### config.mk
export PLATFORM = sky130hd
export DESIGN_NAME = sfx_voice_bank
export DESIGN_NICKNAME = d
export VERILOG_FILES = /design/src/rtl/sfx_voice_bank.sv
export SDC_FILE = /design/constraint.sdc
export NUM_CORES = 1
export LEC_CHECK = 0
export CORE_MARGIN = 2
export CORE_UTILIZATION = 64
export DETAILED_ROUTE_END_ITERATION = 7
export GPL_TIMING_DRIVEN = 1
export MAX_ROUTING_LAYER = met4
export PLACE_DENSITY_LB_ADDON = 0.05
export SLEW_MARGIN = 20
export SYNTH_ARGS = -nofsm -noshare
export SYNTH_HDL_FRONTEND = slang
export SYNTH_SLANG_ARGS = --single-unit
### constraint.sdc
create_clock -name masterclk -period 8.1 [get_ports masterclk]
set_input_delay 1.62 -clock masterclk [delete_from_list [all_inputs] [get_ports masterclk]]
set_output_delay 1.62 -clock masterclk [all_outputs]
set_load 0.1 [all_outputs]
### src/rtl/sfx_voice_bank.sv
// Multi-channel SFX voice bank: per-channel attack/hold/decay envelope gating a
// square tone or shared LFSR noise, summed into one saturated, mutable DAC sample.
module sfx_voice_bank #(
    parameter int NUM_CH      = 3,
    parameter int LFSR_W      = 24,
    parameter int TAP_A       = 23,
    parameter int TAP_B       = 10,
    parameter int NOISE_DIV_W = 3,
    parameter int ENV_W       = 8,
    parameter int DIV_W       = 12,
    parameter int OUT_W       = 8
) (
    input  logic                    masterclk,
    input  logic                    rst,
    input  logic                    tick,
    input  logic [NUM_CH-1:0]       trig,
    input  logic [NUM_CH-1:0]       ch_noise,
    input  logic [NUM_CH*DIV_W-1:0] ch_div,
    input  logic [NUM_CH*4-1:0]     ch_attack,
    input  logic [NUM_CH*4-1:0]     ch_decay,
    input  logic                    mute,
    output logic [OUT_W-1:0]        mix_out,
    output logic [NUM_CH-1:0]       ch_active,
    output logic                    noise_out
);

    typedef enum logic [1:0] {S_IDLE, S_ATTACK, S_HOLD, S_DECAY} env_state_t;

    localparam int SUM_W = ENV_W + $clog2(NUM_CH + 1);
    localparam int CMP_W = (SUM_W > OUT_W) ? SUM_W : OUT_W;
    localparam logic [ENV_W:0]   ENV_FULL = {1'b0, {ENV_W{1'b1}}};
    localparam logic [CMP_W-1:0] OUT_FULL = {CMP_W{1'b1}} >> (CMP_W - OUT_W);

    logic                   tick_d, tick_rise, fb, fb_d;
    logic [LFSR_W-1:0]      lfsr;
    logic [NOISE_DIV_W-1:0] noise_div;
    logic [NUM_CH-1:0]      trig_d, rise_pend, fall_pend, rise_any, fall_any, rise_ev, fall_ev, sq;
    env_state_t             state [NUM_CH];
    env_state_t             state_nxt [NUM_CH];
    logic [ENV_W-1:0]       env [NUM_CH];
    logic [ENV_W-1:0]       env_nxt [NUM_CH];
    logic [DIV_W-1:0]       cnt [NUM_CH];
    logic [CMP_W-1:0]       mix_sum;

    function automatic logic [ENV_W-1:0] env_up(input logic [ENV_W-1:0] e, input logic [3:0] s);
        logic [ENV_W:0] t;
        t = {1'b0, e} + (ENV_W+1)'((s == 4'd0) ? 4'd1 : s);
        return (t > ENV_FULL) ? {ENV_W{1'b1}} : t[ENV_W-1:0];
    endfunction

    function automatic logic [ENV_W-1:0] env_down(input logic [ENV_W-1:0] e, input logic [3:0] s);
        logic [ENV_W-1:0] d;
        d = ENV_W'((s == 4'd0) ? 4'd1 : s);
        return (e <= d) ? '0 : e - d;
    endfunction

    assign tick_rise = tick & ~tick_d;
    assign fb        = lfsr[TAP_A] ^ lfsr[TAP_B];
    assign noise_out = noise_div[NOISE_DIV_W-1];
    assign rise_any  = rise_pend | (trig & ~trig_d);
    assign fall_any  = fall_pend | (~trig & trig_d);
    // With both edges pending since the last tick, the present trig level wins.
    assign rise_ev   = rise_any & (~fall_any | trig);
    assign fall_ev   = fall_any & (~rise_any | ~trig);

    // NOTE: every output of this block gets a default first, so no latch can be inferred.
    always_comb begin
        for (int i = 0; i < NUM_CH; i++) begin
            state_nxt[i] = state[i];
            env_nxt[i]   = env[i];
            if (tick_rise) begin
                case (state[i])
                    S_IDLE:   if (rise_ev[i]) state_nxt[i] = S_ATTACK;
                    S_ATTACK: begin
                        if (fall_ev[i]) begin
                            state_nxt[i] = S_DECAY;
                        end else begin
                            env_nxt[i] = env_up(env[i], ch_attack[i*4 +: 4]);
                            if (env_nxt[i] == {ENV_W{1'b1}}) state_nxt[i] = S_HOLD;
                        end
                    end
                    S_HOLD:   if (!trig[i]) state_nxt[i] = S_DECAY;
                    S_DECAY: begin
                        if (rise_ev[i]) begin
                            state_nxt[i] = S_ATTACK;
                        end else begin
                            env_nxt[i] = env_down(env[i], ch_decay[i*4 +: 4]);
                            if (env_nxt[i] == '0) state_nxt[i] = S_IDLE;
                        end
                    end
                    default:  state_nxt[i] = S_IDLE;
                endcase
            end
        end
    end

    always_comb begin
        mix_sum = '0;
        for (int i = 0; i < NUM_CH; i++) begin
            if (ch_noise[i] ? noise_out : sq[i]) mix_sum = mix_sum + CMP_W'(env[i]);
        end
    end

    // NOTE: registered state uses non-blocking assignments only, so every flop samples pre-edge values.
    always_ff @(posedge masterclk) begin
        if (rst) begin
            tick_d    <= 1'b0;
            fb_d      <= 1'b0;
            lfsr      <= '0;
            noise_div <= '0;
            trig_d    <= '0;
            rise_pend <= '0;
            fall_pend <= '0;
            sq        <= '0;
            ch_active <= '0;
            mix_out   <= '0;
            // NOTE: the per-channel arrays are plain flops, not RAM, so they are cleared here too.
            for (int i = 0; i < NUM_CH; i++) begin
                state[i] <= S_IDLE;
                env[i]   <= '0;
                cnt[i]   <= '0;
            end
        end else begin
            tick_d <= tick;
            fb_d   <= fb;
            trig_d <= trig;
            if (tick_rise) begin
                lfsr      <= {lfsr[LFSR_W-2:0], ~fb};
                rise_pend <= '0;
                fall_pend <= '0;
                if (!fb_d && fb) noise_div <= noise_div + NOISE_DIV_W'(1);
            end else begin
                rise_pend <= rise_any;
                fall_pend <= fall_any;
            end
            for (int i = 0; i < NUM_CH; i++) begin
                state[i]     <= state_nxt[i];
                env[i]       <= env_nxt[i];
                ch_active[i] <= (state_nxt[i] != S_IDLE);
                // Tone divider free-runs while the voice sounds; a divider of 0 gives DC.
                if (state[i] == S_IDLE) begin
                    cnt[i] <= '0;
                    sq[i]  <= 1'b0;
                end else if (ch_div[i*DIV_W +: DIV_W] == '0) begin
                    sq[i] <= 1'b1;
                end else if (cnt[i] == ch_div[i*DIV_W +: DIV_W] - DIV_W'(1)) begin
                    cnt[i] <= '0;
                    sq[i]  <= ~sq[i];
                end else begin
                    cnt[i] <= cnt[i] + DIV_W'(1);
                end
            end
            mix_out <= mute ? '0 : (mix_sum > OUT_FULL) ? '1 : mix_sum[OUT_W-1:0];
        end
    end

endmodule
==> results.tsv <==
metric	value	unit
worst min path class	flop to flop	
met3 routed wirelength	1.51	mm
port bufs	81	
Clk Tree Root Cell	clkbuf_16	
clock buffer count from CTS	17	
vias per cell	6.11	
FP Rows	43	
final setup fails	0	
count of final hold-check violations	0	
Slew @ Worst Pin	1010	ps
post-route cell area	0.0105	mm^2
DR pass1 iterations	7	
most frequent CP cell	inv_1	
H-tree levels	4	
Detail Route met2 WL	10.0	mm
synthesized cell area	0.00906	mm^2
DP Wirelength	16.1	mm
FMAX	186	MHz
residual DRC count	0	
Startpoint Class	input port	
Main synth FF type	dfxtp_1	
Top delay family on crit path	compound AO/OA/AOI/OAI gates	
synthesized net count	1270	
Final WS setup	2730	ps
worst-case clock buffer depth	2	
setup TNS	0	ps
warnings from Yosys	0	
Setup Crit Path Kind	input port to flop	
max-slew violations	0	
FFs w/ async S/R, synth	0	%
Seq/Total Area, Yosys	30.0	%
post-CTS setup buffers	0	
Fin Clk Skew	12.9	ps
pin count of the biggest net entering global routing	72	
CP Data Arrival Time	5680	ps
global-route wire length before repair	35.7	mm
critical path's slowest cell	clkdlybuf4s50_1	
most frequent cells in the layout	123 x nor2_1, 118 x nand2_1, 89 x a21oi_1	
Crit path buffers/inverters	4	
Total Routing Usage GR	30.0	%
drt wl/cell	15.7	um
Tcrit/Tclk final	66.3	%
CTS tree	done	
share of cells above drive strength 1	5.94	%
max incr delay on CP	460	ps
critical-path maximum fanout	8	
pwr dens	155	mW/mm^2
Synth Register Bits	118	
Die Footprint	0.0151	mm^2
final net count	1328	
M1 wire length	9.89	mm
worst skew pair latency	420	ps
post-CTS sizing	0	
vias in the first global route	7853	
CTS clock-pin slew for the worst setup and hold paths	50	ps
Power Total	1.63	mW
leak pwr	4.02	nW
Core Footprint	0.0139	mm^2
CP cell instances	clkdlybuf4s50_1 > mux2_2 > nand2_1 > inv_1 > ha_1 > inv_1 > fa_1 > a21oi_1 > inv_1 > fa_1 > nor2b_1 > o31ai_1 > a21oi_1 > o31ai_1 > a2111oi_0 > a211o_1 > a21bo_2	
synthesized instance count	1142	
antenna fix cells	0	
Max Used Layer	met4	
cts hold-fix bufs	0	
worst vdd ir	0.169	mV
Syn Area/Cell	7.94	um^2
Ports	82	
Routed Antenna Nets	0	
initial antenna violation count	0	
Sink Count	118	
grt ovf	0	
max_slew headroom	32.6	%
dpl ws	2360	ps
Starting Density	65.3	%
most common cell after layout, fill and taps aside	nor2_1	
WL final	21.9	mm
crit end category	flop	
RSZ-0062 raised after global routing	false	
synth unique cells	76	
Placer Congestion	0.920	
First DRT Iteration DRCs	720	
max-cap viol count	0	
CP required	8410	ps
Die Height	123	um
Vias	8517	
min Tclk post-route	5370	ps
Area Growth Syn to Fin	16.2	%
status	finished, final reports clean	
Die Wd	123	um
EDFF count, synth	36	
cell area after placement	0.00995	mm^2
## final timing paths
path | slack (ps) | endpoint | depth (start not counted) | start
max reg2reg | 3980 | mix_out[7] | 18 | noise_div[2]
min | 450 | lfsr[12] | 2 | lfsr[11]
min reg2reg | 450 | lfsr[12] | 2 | lfsr[11]
max | 2730 | mix_out[7] | 17 | ch_noise[0]
## power breakdown
group          leakage (nW)  total [mW]  switching, mW  internal, mW
combinational          2.62       0.248          0.140         0.107
sequential             1.11       0.635         0.0171         0.618
clock                 0.291       0.748          0.261         0.488
total                  4.02        1.63          0.418          1.21
## layout make-up
type / count / area [um^2]
flip-flops and latches: 118 / 2720
clock buffers: 25 / 497
clock inverters: 7 / 95.1
multi-input cells: 919 / 5940
well taps: 180 / 225
repair buffers: 85 / 836
fillers: 1084 / 3340
inverters: 59 / 221
## cell usage after synthesis, types with 6 or more instances
master,n,area [um^2]
a211oi_1,20,150
xnor2_1,54,473
o31ai_1,9,67.6
a211o_1,6,52.6
nor2b_1,10,62.6
a31oi_1,6,37.5
edfxtp_1,36,1080
a21o_1,9,67.6
nand4_1,15,93.8
o22ai_1,9,56.3
o211ai_1,13,97.6
fa_1,8,160
nor4b_1,7,61.3
o21ai_0,66,330
nand2_1,118,443
nor4_1,10,62.6
a22oi_1,7,52.6
clkbuf_1,37,139
ha_1,50,626
buf_1,6,22.5
a21oi_1,89,445
mux2i_1,13,130
nor3_1,40,200
nor2_1,123,462
or2_2,15,93.8
dfxtp_1,82,1640
nand2b_1,13,81.3
and2_1,16,100
nand3_1,38,190
xor2_1,46,403
inv_1,59,221
and3_1,15,93.8
o21a_1,6,45.0
or3_1,6,37.5
## registers in the layout, indices dropped and copies added (netlist names)
signal,count
trig_d,3
rise_pend,3
mix_out,8
fall_pend,3
state,6
noise_div,3
tick_d,1
env,24
sq,3
cnt,36
lfsr,24
ch_active,3
fb_d,1
## logic make-up after synthesis
group | Yosys count | share of synthesized area [%]
simple gates | 459 | 25.2
compound gates | 285 | 20.0
xor+xnor | 100 | 9.66
fa+ha+maj | 58 | 8.67
buf+inv | 105 | 4.46
flops | 118 | 30.0
mux | 17 | 1.93
## routing by layer
layer	vias up	track usage (%)
met5	-	-
met4	0	8.88
met3	45	5.35
met2	310	48.5
met1	3946	38.6
li1	4216	-
## metrics by stage
step | utilization [%] | hold WS (ps) | std cells
floorplan | - | 432 | 1142
global placement | 71.7 | 439 | 1361
detailed placement | 71.7 | 443 | 1361
CTS | 75.9 | 448 | 1393
global route | 75.9 | 473 | 1393
finish | 75.9 | 447 | 1393
## worst reg2reg max path: stages, from the launching register on
cell and delay, ps:
dfxtp_1 480, mux2_2 300, nand2_1 80, inv_1 60, ha_1 160, inv_1 60, fa_1 390, nor2b_1 160
o31a_1 200, a211oi_1 80, a21o_1 230, ha_1 310, o21a_1 130, o31ai_1 110, a21oi_1 240, o31ai_1 120
a2111oi_0 400, a211o_1 270, a21bo_2 240
(Power assumes the default switching activity.)
